<file path="src/rtl/fmc_arbiter.sv">
// fmc_arbiter: round-robin arbiter and read sequencer that shares the single
// flash memory controller between several read requesters.
//
// One request is accepted at a time. The owner's address goes to the fmc with
// a one-cycle fmc_ready strobe. After a fixed number of read cycles the fmc
// data is captured and handed back to the owner with a one-cycle rvalid.
//
// Ports:
//   clk, n_rst      system clock, asynchronous active-low reset
//   req             per-requester level request, held until gnt
//   req_addr        packed addresses, requester i at [i*ADDR_W +: ADDR_W]
//   gnt             one-hot pulse: request accepted, address latched
//   rvalid          one-hot pulse: rdata valid for that requester
//   rdata           captured read data, held until the next capture
//   busy            high whenever the sequencer is not idle
//   fmc_ready       one-cycle request strobe to the fmc
//   fmc_address     address to the fmc, held until the next grant
//   fmc_data_out    read data returned by the fmc
module fmc_arbiter #(
    parameter int N_REQ       = 3,
    parameter int ADDR_W      = 16,
    parameter int DATA_W      = 16,
    parameter int READ_CYCLES = 11
) (
    input  logic                    clk,
    input  logic                    n_rst,
    input  logic [N_REQ-1:0]        req,
    input  logic [N_REQ*ADDR_W-1:0] req_addr,
    output logic [N_REQ-1:0]        gnt,
    output logic [N_REQ-1:0]        rvalid,
    output logic [DATA_W-1:0]       rdata,
    output logic                    busy,
    output logic                    fmc_ready,
    output logic [ADDR_W-1:0]       fmc_address,
    input  logic [DATA_W-1:0]       fmc_data_out
);

    localparam int PTR_W = (N_REQ > 1) ? $clog2(N_REQ) : 1;
    localparam int CNT_W = (READ_CYCLES > 1) ? $clog2(READ_CYCLES) : 1;

    typedef enum logic [1:0] {
        IDLE  = 2'd0,
        ISSUE = 2'd1,
        WAIT  = 2'd2,
        DONE  = 2'd3
    } state_t;

    state_t                        state;
    logic [PTR_W-1:0]              ptr;
    logic [PTR_W-1:0]              owner;
    logic [CNT_W-1:0]              cnt;

    logic [N_REQ-1:0][ADDR_W-1:0]  addr_v;
    logic                          sel_vld;
    logic [PTR_W-1:0]              sel_idx;
    int                            j;
    logic [PTR_W-1:0]              jj;

    assign addr_v = req_addr;

    // Round-robin pick: first set req bit at or above ptr, wrapping.
    // The loop runs from the farthest candidate down to ptr itself so the
    // closest match is the last one written and therefore wins.
    always_comb begin
        sel_vld = 1'b0;
        sel_idx = '0;
        j       = 0;
        jj      = '0;
        for (int k = N_REQ - 1; k >= 0; k--) begin
            j = int'(ptr) + k;
            if (j >= N_REQ) j = j - N_REQ;
            jj = PTR_W'(j);
            if (req[jj]) begin
                sel_vld = 1'b1;
                sel_idx = jj;
            end
        end
    end

    // Sequencer: every output is a register, so req never reaches gnt
    // through combinational logic.
    always_ff @(posedge clk or negedge n_rst) begin
        if (!n_rst) begin
            state       <= IDLE;
            ptr         <= '0;
            owner       <= '0;
            cnt         <= '0;
            gnt         <= '0;
            rvalid      <= '0;
            rdata       <= '0;
            busy        <= 1'b0;
            fmc_ready   <= 1'b0;
            fmc_address <= '0;
        end else begin
            case (state)
                IDLE: begin
                    if (sel_vld) begin
                        owner       <= sel_idx;
                        fmc_address <= addr_v[sel_idx];
                        gnt         <= N_REQ'(1) << sel_idx;
                        fmc_ready   <= 1'b1;
                        busy        <= 1'b1;
                        state       <= ISSUE;
                    end
                end
                ISSUE: begin
                    gnt       <= '0;
                    fmc_ready <= 1'b0;
                    cnt       <= CNT_W'(READ_CYCLES - 1);
                    state     <= WAIT;
                end
                WAIT: begin
                    if (cnt != '0) begin
                        cnt <= cnt - 1'b1;
                    end else begin
                        rdata  <= fmc_data_out;
                        rvalid <= N_REQ'(1) << owner;
                        state  <= DONE;
                    end
                end
                DONE: begin
                    rvalid <= '0;
                    busy   <= 1'b0;
                    // Next search starts just past the requester we served.
                    ptr    <= (owner == PTR_W'(N_REQ - 1)) ? '0 : owner + 1'b1;
                    state  <= IDLE;
                end
                default: state <= IDLE;
            endcase
        end
    end

endmodule

</file>
<file path="config.mk">
export PLATFORM = sky130hd
export DESIGN_NAME = fmc_arbiter
export DESIGN_NICKNAME = d
export VERILOG_FILES = /design/src/rtl/fmc_arbiter.sv
export SDC_FILE = /design/constraint.sdc
export NUM_CORES = 1
export LEC_CHECK = 0
export BUFFER_PORTS_ARGS = -buffer_cell sky130_fd_sc_hd__clkbuf_2
export CAP_MARGIN = 10
export CORE_MARGIN = 3
export CORE_UTILIZATION = 48
export DETAILED_ROUTE_END_ITERATION = 10
export PLACE_DENSITY = 0.8
export REMOVE_ABC_BUFFERS = 1
export SLEW_MARGIN = 20
export SYNTH_ARGS = -nofsm -noshare
export SYNTH_HDL_FRONTEND = slang
export SYNTH_SLANG_ARGS = --single-unit
</file>
<file path="constraint.sdc">
create_clock -name clk -period 2.6 [get_ports clk]
set_input_delay 0.78 -clock clk [delete_from_list [all_inputs] [get_ports clk]]
set_output_delay 0.78 -clock clk [all_outputs]
set_load 0.02 [all_outputs]
</file>
==> parameters.txt, run 1 <==
Parameter                              Value

Status
  Outcome    complete, no violations

Timing
  Final min period    2.40 ns
  RSZ-0062 raised after global routing    no
  Post-Route Skew    0.0130 ns
  Final worst-path setup slack    0.201 ns
  Pin slew with the least headroom to its limit    0.643 ns
  Final Max Slew Viols    0
  Fin Setup TNS    0 ns
  Post-route clock period utilization    0.923
  Timing-limited maximum frequency    417 MHz
  Worst max-slew margin expressed relative to the limit    0.572
  Final number of hold-violating endpoints    0
  Setup-violating endpoint count in the final report    0

Synthesis
  Most frequent cell after synthesis    dfrtp_1
  Most used flip-flop cell after synthesis    dfrtp_1
  Netlist area before placement    2660 µm²
  Count of flip-flops with a built-in enable after synthesis    0
  FFs w/ async S/R, synth    1.00
  YS warnings    0
  Top cells by count, synth    50 x dfrtp_1, 23 x nand2_1, 18 x mux2i_1, 18 x nand3_1, 17 x mux2_2
  Fraction of synthesized cell area taken by the top area cell type    0.471
  Cell taking the most area after synthesis    dfrtp_1
  Biggest area contributors in the synthesized netlist    dfrtp_1 47%, mux2_2 7.2%, mux2i_1 6.8%
  Number of standard cells after synthesis    238
  Mapped Avg Cell Area    11.2 µm²
  Share of synthesized area occupied by flip-flops and latches    0.471
  Count of unique library cells instantiated by Yosys    43
  Number of flip-flops and latches in the synthesized netlist    50

Final layout
  Area growth from synthesis to layout    28.6%
  Final net count    427
  Final cell area excluding filler cells    3410 µm²
  Fraction of final layout cells with drive strength greater than 1    0.456
  ANT cells    0
  Number of standard cells in the layout, taps in and fillers out    419

Floorplanning
  Die area    6460 µm²
  Number of primary I/O pins    109
  Die X-Extent    80.4 µm
  Die span in y    80.4 µm
  Number of rows in the core area    26
  Initial Utilization    0.507
  Core box area    5240 µm²

Power
  Maximum ir drop on the vdd rail    0.638 mV
  Standby leakage power    1.69 nW
  Post-route total power    4.45 mW
  Pwr per Cell Area    1300 nW/µm²

Routing
  Detailed-router iteration count before antenna repair    4
  Initial DRC count    73
  Detailed-route vias per instance    5.19
  Wirelength, routed    6100 µm
  Detail Route Antenna Nets    0
  Remaining design rule violation count    0
  Wire per inst    14.6 µm
  Total number of vias    2176

Clock tree
  TritonCTS clock tree    done
  Clock net sink count    50
  H-Tree Level Count    2
  Clock Tree Buf Depth    2
  Root Buffer    clkbuf_8
  Setup Fix Bufs, Post-CTS    0
  Quantity of gates resized following cts    0
  Clock latency on the worst-skew pair    0.30 ns
  Hold buffer count at CTS    0
  Clock transition at path regs    0.09 ns
  Number of clock buffers inserted by TritonCTS    5

Placement
  Cell Area, Placed    3310 µm²
  Final estimated routing congestion in global placement    0.939
  Cells after DPL    412
  Post-placement worst setup slack    0.157 ns
  Number of port buffers    108
  Total half-perimeter wirelength after legalization and detailed placement    4820 µm

Worst setup path
  Reg2reg setup slack    0.20 ns
  Crit path kind    reg -> reg
  Slowest CP cell    or4_4
  Kind of end point of the critical path    flop
  Startpoint type of the worst setup path    flop
  Number of cells on the worst reg-to-reg path    7
  Cell breakdown of the critical path    inv_1, ha_1, mux2i_1, o211ai_1, or4_4, nand2_1, mux2_2
  CP arrival    2.59 ns
  Critical path required time    2.79 ns
  CP Max Fanout    9
  Largest stage delay on the critical path    0.57 ns

Global routing
  Global-route wire length before repair    10200 µm
  Vias in the first global route    2231
  Maximum number of pins on one net before global-route repair    27
  Overall routing resource usage    0.205
  Initial antenna violation count    0
  GRT Residual Overflow    0

Hold path
  Type of the tightest min-delay check    in -> async

Flow run
  Max cap viols    0
## critical path, delay by kind of cell, from the launching register on
| family | cells | cell delay (ns) |
|---|---|---|
| compound gates | 1 | 0.16 |
| simple gates | 2 | 0.68 |
| fa+ha+maj | 1 | 0.38 |
| mux | 2 | 0.59 |
| buf+inv | 1 | 0.10 |
| flops | 1 | 0.39 |
## report_power, final
| part | switching (mW) | internal [mW] | total (mW) |
|---|---|---|---|
| Sequential | 0.221 | 1.15 | 1.37 |
| Combinational | 1.50 | 1.06 | 2.56 |
| Clock | 0.239 | 0.283 | 0.522 |
| Total | 1.96 | 2.49 | 4.45 |
## per-stage QoR
stage               utilization  hold slack (ns)
finish                    0.652            0.489
global placement          0.631            0.464
detailed placement        0.631            0.472
floorplan                     -            0.483
global route              0.652            0.507
CTS                       0.652            0.494
## flip-flops by register name, indices dropped and copies added, names as in the netlist, 2 cells and up
name and cells:
cnt 4, fmc_address 16, gnt 3, owner 2, ptr 2, rdata 16
rvalid 3, state 2
## placed cells by master (no fill, tap or decap), types with 2 or more instances in the layout
cell and count:
nor2b_1 5, nand3_1 18, nand3b_1 3, buf_4 8, mux2i_1 18, o211ai_1 9, a21oi_1 3, clkbuf_2 108
nor3b_1 2, a22o_1 6, ha_1 9, nand2b_1 3, nand2_1 23, nor2_1 8, o211ai_2 9, dfrtp_1 50
o21ai_0 8, mux2_2 17, a21boi_0 2, buf_12 2, inv_1 11, clkbuf_8 5
## path summary, 6_finish.rpt
kind | from | end
max in group asynchronous | n_rst | state[0]
worst min register to register | fmc_ready | fmc_ready
min in group clk | fmc_ready | fmc_ready
worst max register to register | ptr[0] | state[1]
worst max-delay path | ptr[0] | state[1]
worst min-delay path | n_rst | fmc_address[5]
## kinds of logic after synthesis
group | count (synthesis) | share of synthesized area
AO/OA/AOI/OAI | 48 | 0.153
XOR/XNOR | 1 | 0.00330
adder cells (fa/ha/maj) | 9 | 0.0424
buffers and inverters | 25 | 0.0518
flip-flops | 50 | 0.471
multiplexers | 36 | 0.146
AND/OR/NAND/NOR | 69 | 0.132
## layer usage
| metal | vias to the layer above | global-route usage | part of all wire |
|---|---|---|---|
| li1 | 1077 | - | - |
| met2 | 100 | 0.354 | 0.49 |
| met1 | 993 | 0.243 | 0.42 |
| met3 | 6 | 0.0617 | 0.075 |
| met4 | 0 | 0.0642 | 0.012 |
| met5 | - | 0 | 0 |
## final cells by class
class | count | area [µm²]
flip-flops and latches | 50 | 1250
clock buffers | 5 | 68.8
fillers | 425 | 1820
inverters | 11 | 41.3
multi-input cells | 163 | 1280
repair buffers | 118 | 641
clock inverters | 2 | 38.8
well taps | 70 | 87.6
(Power assumes the default switching activity.)
==> run 2, diff against run 1 <==
--- a/config.mk
+++ b/config.mk
@@ -7,6 +7,7 @@
 export LEC_CHECK = 0
 export BUFFER_PORTS_ARGS = -buffer_cell sky130_fd_sc_hd__clkbuf_2
 export CAP_MARGIN = 10
+export CORE_ASPECT_RATIO = 1.25
 export CORE_MARGIN = 3
 export CORE_UTILIZATION = 48
 export DETAILED_ROUTE_END_ITERATION = 10
==> parameters.txt, run 2 (synthesis results as in run 1) <==
Parameter                              Value

Status
  Outcome    complete, no violations (unchanged)

Floorplanning
  Die X-Extent    72.5 µm (was 80.4 µm)
  Initial Utilization    0.508 (was 0.507)
  Number of rows in the core area    29 (was 26)
  Die span in y    89.2 µm (was 80.4 µm)
  Die area    6470 µm² (was 6460 µm²)
  Number of primary I/O pins    109 (unchanged)
  Core box area    5230 µm² (was 5240 µm²)

Worst setup path
  Critical path required time    2.80 ns (was 2.79 ns)
  Cell breakdown of the critical path    inv_1, ha_1, mux2i_1, o211ai_1, or4_4, nand2_1, mux2_2 (unchanged)
  Largest delay contributor family on the critical path    simple AND/OR/NAND/NOR gates (unchanged)
  Slowest CP cell    or4_4 (unchanged)
  Startpoint type of the worst setup path    flop (unchanged)
  CP Max Fanout    9 (unchanged)
  Buffers & Inverters on Critical Path    1 (unchanged)
  Crit path kind    reg -> reg (unchanged)
  Crit Reg-Reg Startpoint    ptr[0] (unchanged)
  Reg2reg setup slack    0.19 ns (was 0.20 ns)
  Endpoint of the worst register-to-register path    state[1] (unchanged)
  Kind of end point of the critical path    flop (unchanged)
  Number of cells on the worst reg-to-reg path    7 (unchanged)
  Largest stage delay on the critical path    0.57 ns (about the same)
  CP arrival    2.61 ns (was 2.59 ns)

Final layout
  Most frequent cells in the layout    108 x clkbuf_2, 50 x dfrtp_1, 23 x nand2_1, 18 x mux2i_1, 18 x nand3_1 (unchanged)
  Biggest regs    fmc_address x16, rdata x16, cnt x4 (unchanged)
  Number of standard cells in the layout, taps in and fillers out    409 (was 419)
  Most common cell after layout, fill and taps aside    clkbuf_2 (unchanged)
  Final net count    425 (was 427)
  Area growth from synthesis to layout    27.1% (was 28.6%)
  Fraction of final layout cells with drive strength greater than 1    0.452 (was 0.456)
  ANT cells    0 (unchanged)
  Final standard cell utilization of the core    0.646 (was 0.652)

Hold path
  Hold_sp    fmc_ready
  Terminating pin of the worst hold path    fmc_ready
  Type of the tightest min-delay check    reg -> reg (was in -> async)
  Cell count of the worst hold path    1

Timing
  Final hold slack    0.486 ns (was 0.489 ns)
  Worst max-slew margin expressed relative to the limit    0.535 (was 0.572)
  Post-Route Skew    0.0129 ns (was 0.0130 ns)
  RSZ-0062 raised after global routing    no (unchanged)
  Timing-limited maximum frequency    414 MHz (was 417 MHz)
  Post-route clock period utilization    0.928 (was 0.923)
  Final Max Slew Viols    0 (unchanged)
  Setup-violating endpoint count in the final report    0 (unchanged)
  Final number of hold-violating endpoints    0 (unchanged)
  Final min period    2.41 ns (was 2.40 ns)
  Pin slew with the least headroom to its limit    0.698 ns (was 0.643 ns)

Power
  Standby leakage power    1.67 nW (was 1.69 nW)
  Maximum ir drop on the vdd rail    0.714 mV (was 0.638 mV)
  Pwr per Cell Area    1310 nW/µm² (was 1300 nW/µm²)

Global routing
  Vias in the first global route    2163 (was 2231)
  Global-route wire length before repair    9550 µm (was 10200 µm)
  Initial antenna violation count    0 (unchanged)
  Overall routing resource usage    0.188 (was 0.205)
  GRT Residual Overflow    0 (unchanged)
  Maximum number of pins on one net before global-route repair    51 (was 27)

Routing
  Wire per inst    14.3 µm (was 14.6 µm)
  Detail Route Antenna Nets    0 (unchanged)
  Total number of vias    2188 (was 2176)
  Detailed-route vias per instance    5.35 (was 5.19)
  Detailed-router iteration count before antenna repair    4 (unchanged)
  Initial DRC count    73 (unchanged)
  Wirelength, routed    5860 µm (was 6100 µm)
  Remaining design rule violation count    0 (unchanged)

Clock tree
  Clock transition at path regs    0.09 ns (about the same)
  Hold buffer count at CTS    0 (unchanged)
  Root Buffer    clkbuf_8 (unchanged)
  Clock latency on the worst-skew pair    0.31 ns (was 0.30 ns)
  Quantity of gates resized following cts    0 (unchanged)
  Setup Fix Bufs, Post-CTS    0 (unchanged)
  Number of clock buffers inserted by TritonCTS    5 (unchanged)
  Clock net sink count    50 (unchanged)
  Clock Tree Buf Depth    2 (unchanged)
  TritonCTS clock tree    done (unchanged)
  H-Tree Level Count    2 (unchanged)

Placement
  Total half-perimeter wirelength after legalization and detailed placement    4530 µm (was 4820 µm)
  Number of port buffers    108 (unchanged)
  Final estimated routing congestion in global placement    0.913 (was 0.939)
  Cells after DPL    402 (was 412)

Flow run
  Max cap viols    0 (unchanged)
## run 2: cell types whose count changed in the layout (fill, tap and decap cells not counted), sizes merged
| cell | before | now |
|---|---|---|
| buf | 10 | 8 |
## run 2: per-layer routing
metal	part of all wire	track usage
met1	0.40	0.219
met4	0.014	0.0671
met2	0.50	0.336
met3	0.077	0.0439
met5	0	0
## run 2: power breakdown
group          switching (mW)  internal, mW
Sequential              0.216          1.15
Clock                   0.252         0.283
Combinational            1.48          1.04
## run 2: metrics by stage
| step | cell area (µm²) | worst slack [ns] | total power, mW | setup TNS, ns |
|---|---|---|---|---|
| finish | 3380 | 0.187 | 4.42 | 0 |
| global route | 3380 | 0.0299 | 4.77 | 0 |
| global placement | 3270 | 0.190 | 3.85 | 0 |
| CTS | 3380 | 0.189 | 4.48 | 0 |
| detailed placement | 3270 | 0.137 | 3.94 | 0 |
| floorplan | 2560 | -0.687 | 3.07 | -12.05 |
## run 2: layout make-up
type	instances	area (µm²)
fillers	421	1850
multi-input cells	163	1280
clock buffers	5	68.8
well taps	62	77.6
flip-flops and latches	50	1250
repair buffers	116	613
clock inverters	2	38.8
inverters	11	41.3
## run 2: worst max path at each step
stage / slack (ns) / startpoint / to / depth (start not counted)
floorplan: -0.69 / ptr[1] / fmc_address[10] / 7
global placement: 0.19 / req[0] / state[1] / 6
detailed placement: 0.14 / req[0] / fmc_address[7] / 7
CTS: 0.19 / ptr[0] / state[1] / 7
global route: 0.03 / ptr[0] / fmc_address[8] / 8
finish: 0.19 / ptr[0] / state[1] / 7
==> run 3, diff against run 2 <==
--- a/config.mk
+++ b/config.mk
@@ -9,9 +9,9 @@
 export CAP_MARGIN = 10
 export CORE_ASPECT_RATIO = 1.25
 export CORE_MARGIN = 3
-export CORE_UTILIZATION = 48
+export CORE_UTILIZATION = 45
 export DETAILED_ROUTE_END_ITERATION = 10
-export PLACE_DENSITY = 0.8
+export PLACE_DENSITY = 0.71
 export REMOVE_ABC_BUFFERS = 1
 export SLEW_MARGIN = 20
 export SYNTH_ARGS = -nofsm -noshare
==> parameters.txt, run 3 (synthesis results as in run 1) <==
Parameter                              Value

Floorplanning
  Core box area    5560 µm² (was 5230 µm²)
  Die X-Extent    74.7 µm (was 72.5 µm)
  Die area    6860 µm² (was 6470 µm²)
  Initial Utilization    0.478 (was 0.508)
  Number of primary I/O pins    109 (unchanged)
  Number of rows in the core area    30 (was 29)
  Die span in y    91.9 µm (was 89.2 µm)

Timing
  Final Max Slew Viols    0 (unchanged)
  Final number of hold-violating endpoints    0 (unchanged)
  Fin Setup TNS    0 ns (unchanged)
  Timing-limited maximum frequency    430 MHz (was 414 MHz)
  RSZ-0062 raised after global routing    no (unchanged)
  Setup-violating endpoint count in the final report    0 (unchanged)
  Pin slew with the least headroom to its limit    0.470 ns (was 0.698 ns)
  Post-Route Skew    0.0144 ns (was 0.0129 ns)
  Final worst-path setup slack    0.274 ns (was 0.187 ns)
  Worst max-slew margin expressed relative to the limit    0.687 (was 0.535)
  Final min period    2.33 ns (was 2.41 ns)
  Final hold slack    0.362 ns (was 0.486 ns)
  Post-route clock period utilization    0.895 (was 0.928)

Global routing
  Global-route wire length before repair    10200 µm (was 9550 µm)
  Vias in the first global route    2229 (was 2163)
  Initial antenna violation count    0 (unchanged)
  Maximum number of pins on one net before global-route repair    23 (was 51)
  GRT Residual Overflow    0 (unchanged)
  Overall routing resource usage    0.190 (was 0.188)

Clock tree
  Clock net sink count    50 (unchanged)
  Quantity of gates resized following cts    0 (unchanged)
  Clock Tree Buf Depth    2 (unchanged)
  TritonCTS clock tree    done (unchanged)
  Hold buffer count at CTS    0 (unchanged)
  Clock latency on the worst-skew pair    0.31 ns (about the same)
  Setup Fix Bufs, Post-CTS    0 (unchanged)
  Number of clock buffers inserted by TritonCTS    5 (unchanged)
  Clock transition at path regs    0.09 ns (about the same)
  H-Tree Level Count    2 (unchanged)
  Root Buffer    clkbuf_8 (unchanged)

Final layout
  Most common cell after layout, fill and taps aside    clkbuf_2 (unchanged)
  Area growth from synthesis to layout    27.0% (was 27.1%)
  Final standard cell utilization of the core    0.607 (was 0.646)
  Final net count    427 (was 425)
  Biggest regs    fmc_address x16, rdata x16, cnt x4 (unchanged)
  Number of standard cells in the layout, taps in and fillers out    413 (was 409)
  Most frequent cells in the layout    108 x clkbuf_2, 50 x dfrtp_1, 23 x nand2_1, 18 x mux2i_1, 18 x nand3_1 (unchanged)
  Final cell area excluding filler cells    3370 µm² (was 3380 µm²)
  Fill cell count    501 (was 421)
  Fraction of final layout cells with drive strength greater than 1    0.458 (was 0.452)
  ANT cells    0 (unchanged)

Routing
  Remaining design rule violation count    0 (unchanged)
  Detailed-route vias per instance    5.36 (was 5.35)
  Total number of vias    2214 (was 2188)
  Wirelength, routed    6060 µm (was 5860 µm)
  Detailed-router iteration count before antenna repair    4 (unchanged)
  Initial DRC count    87 (was 73)
  Wire per inst    14.7 µm (was 14.3 µm)
  Detail Route Antenna Nets    0 (unchanged)

Placement
  Cells after DPL    406 (was 402)
  Final estimated routing congestion in global placement    0.865 (was 0.913)
  Post-placement worst setup slack    0.142 ns (was 0.137 ns)
  Total half-perimeter wirelength after legalization and detailed placement    4730 µm (was 4530 µm)
  Number of port buffers    108 (unchanged)
  Cell Area, Placed    3290 µm² (was 3270 µm²)

Power
  Standby leakage power    1.67 nW (about the same)
  Pwr per Cell Area    1290 nW/µm² (was 1310 nW/µm²)
  Post-route total power    4.35 mW (was 4.42 mW)
  Maximum ir drop on the vdd rail    0.699 mV (was 0.714 mV)

Worst setup path
  Kind of end point of the critical path    flop (unchanged)
  Crit path kind    reg -> reg (unchanged)
  Reg2reg setup slack    0.27 ns (was 0.19 ns)
  CP arrival    2.51 ns (was 2.61 ns)
  Critical path required time    2.79 ns (was 2.80 ns)
  Startpoint type of the worst setup path    flop (unchanged)
  CP Max Fanout    9 (unchanged)

Status
  Outcome    complete, no violations (unchanged)

Hold path
  Type of the tightest min-delay check    in -> async (was reg -> reg)

Flow run
  Max cap viols    0 (unchanged)
run 3: changes by cell type in the layout (fill, tap and decap cells not counted), sizes merged:
cell / change
inv: +1
bufinv: -1
buf: +2
run 3: worst paths after layout:
check,from,to,cells past startpoint
setup / recovery,ptr[0],state[1],7
hold / removal,n_rst,rdata[9],1
setup reg to reg,ptr[0],state[1],7
hold reg to reg,fmc_ready,fmc_ready,1
max in group asynchronous,n_rst,state[1],2
min in group clk,fmc_ready,fmc_ready,1
run 3: worst max-delay path: stages, from the launching register on:
cell	delay, ns
dfrtp_1	0.38
inv_1	0.10
ha_2	0.30
mux2i_1	0.24
o211ai_1	0.16
or4_4	0.58
nand2_1	0.11
mux2_2	0.34
run 3: area by class of cell:
cell class              count  area [µm²]  area share
well taps                  64        80.1      0.0238
clock buffers               5        68.8      0.0204
repair buffers            118         628       0.186
flip-flops and latches     50        1250       0.371
inverters                  11        41.3      0.0122
clock inverters             2        13.8     0.00408
multi-input cells         163        1290       0.382
run 3: power breakdown:
group          switching, mW  leakage [nW]  internal, mW
Combinational           1.50          1.02          1.05
Sequential             0.214         0.612          1.15
Clock                  0.249        0.0444         0.186
run 3: metal layers:
metal,routed length [µm],up-vias,global-route usage
met1,2490,1046,0.225
met3,413,8,0.0515
met2,3040,85,0.326
li1,-,1075,-
met4,108,0,0.0623
met5,0,-,0
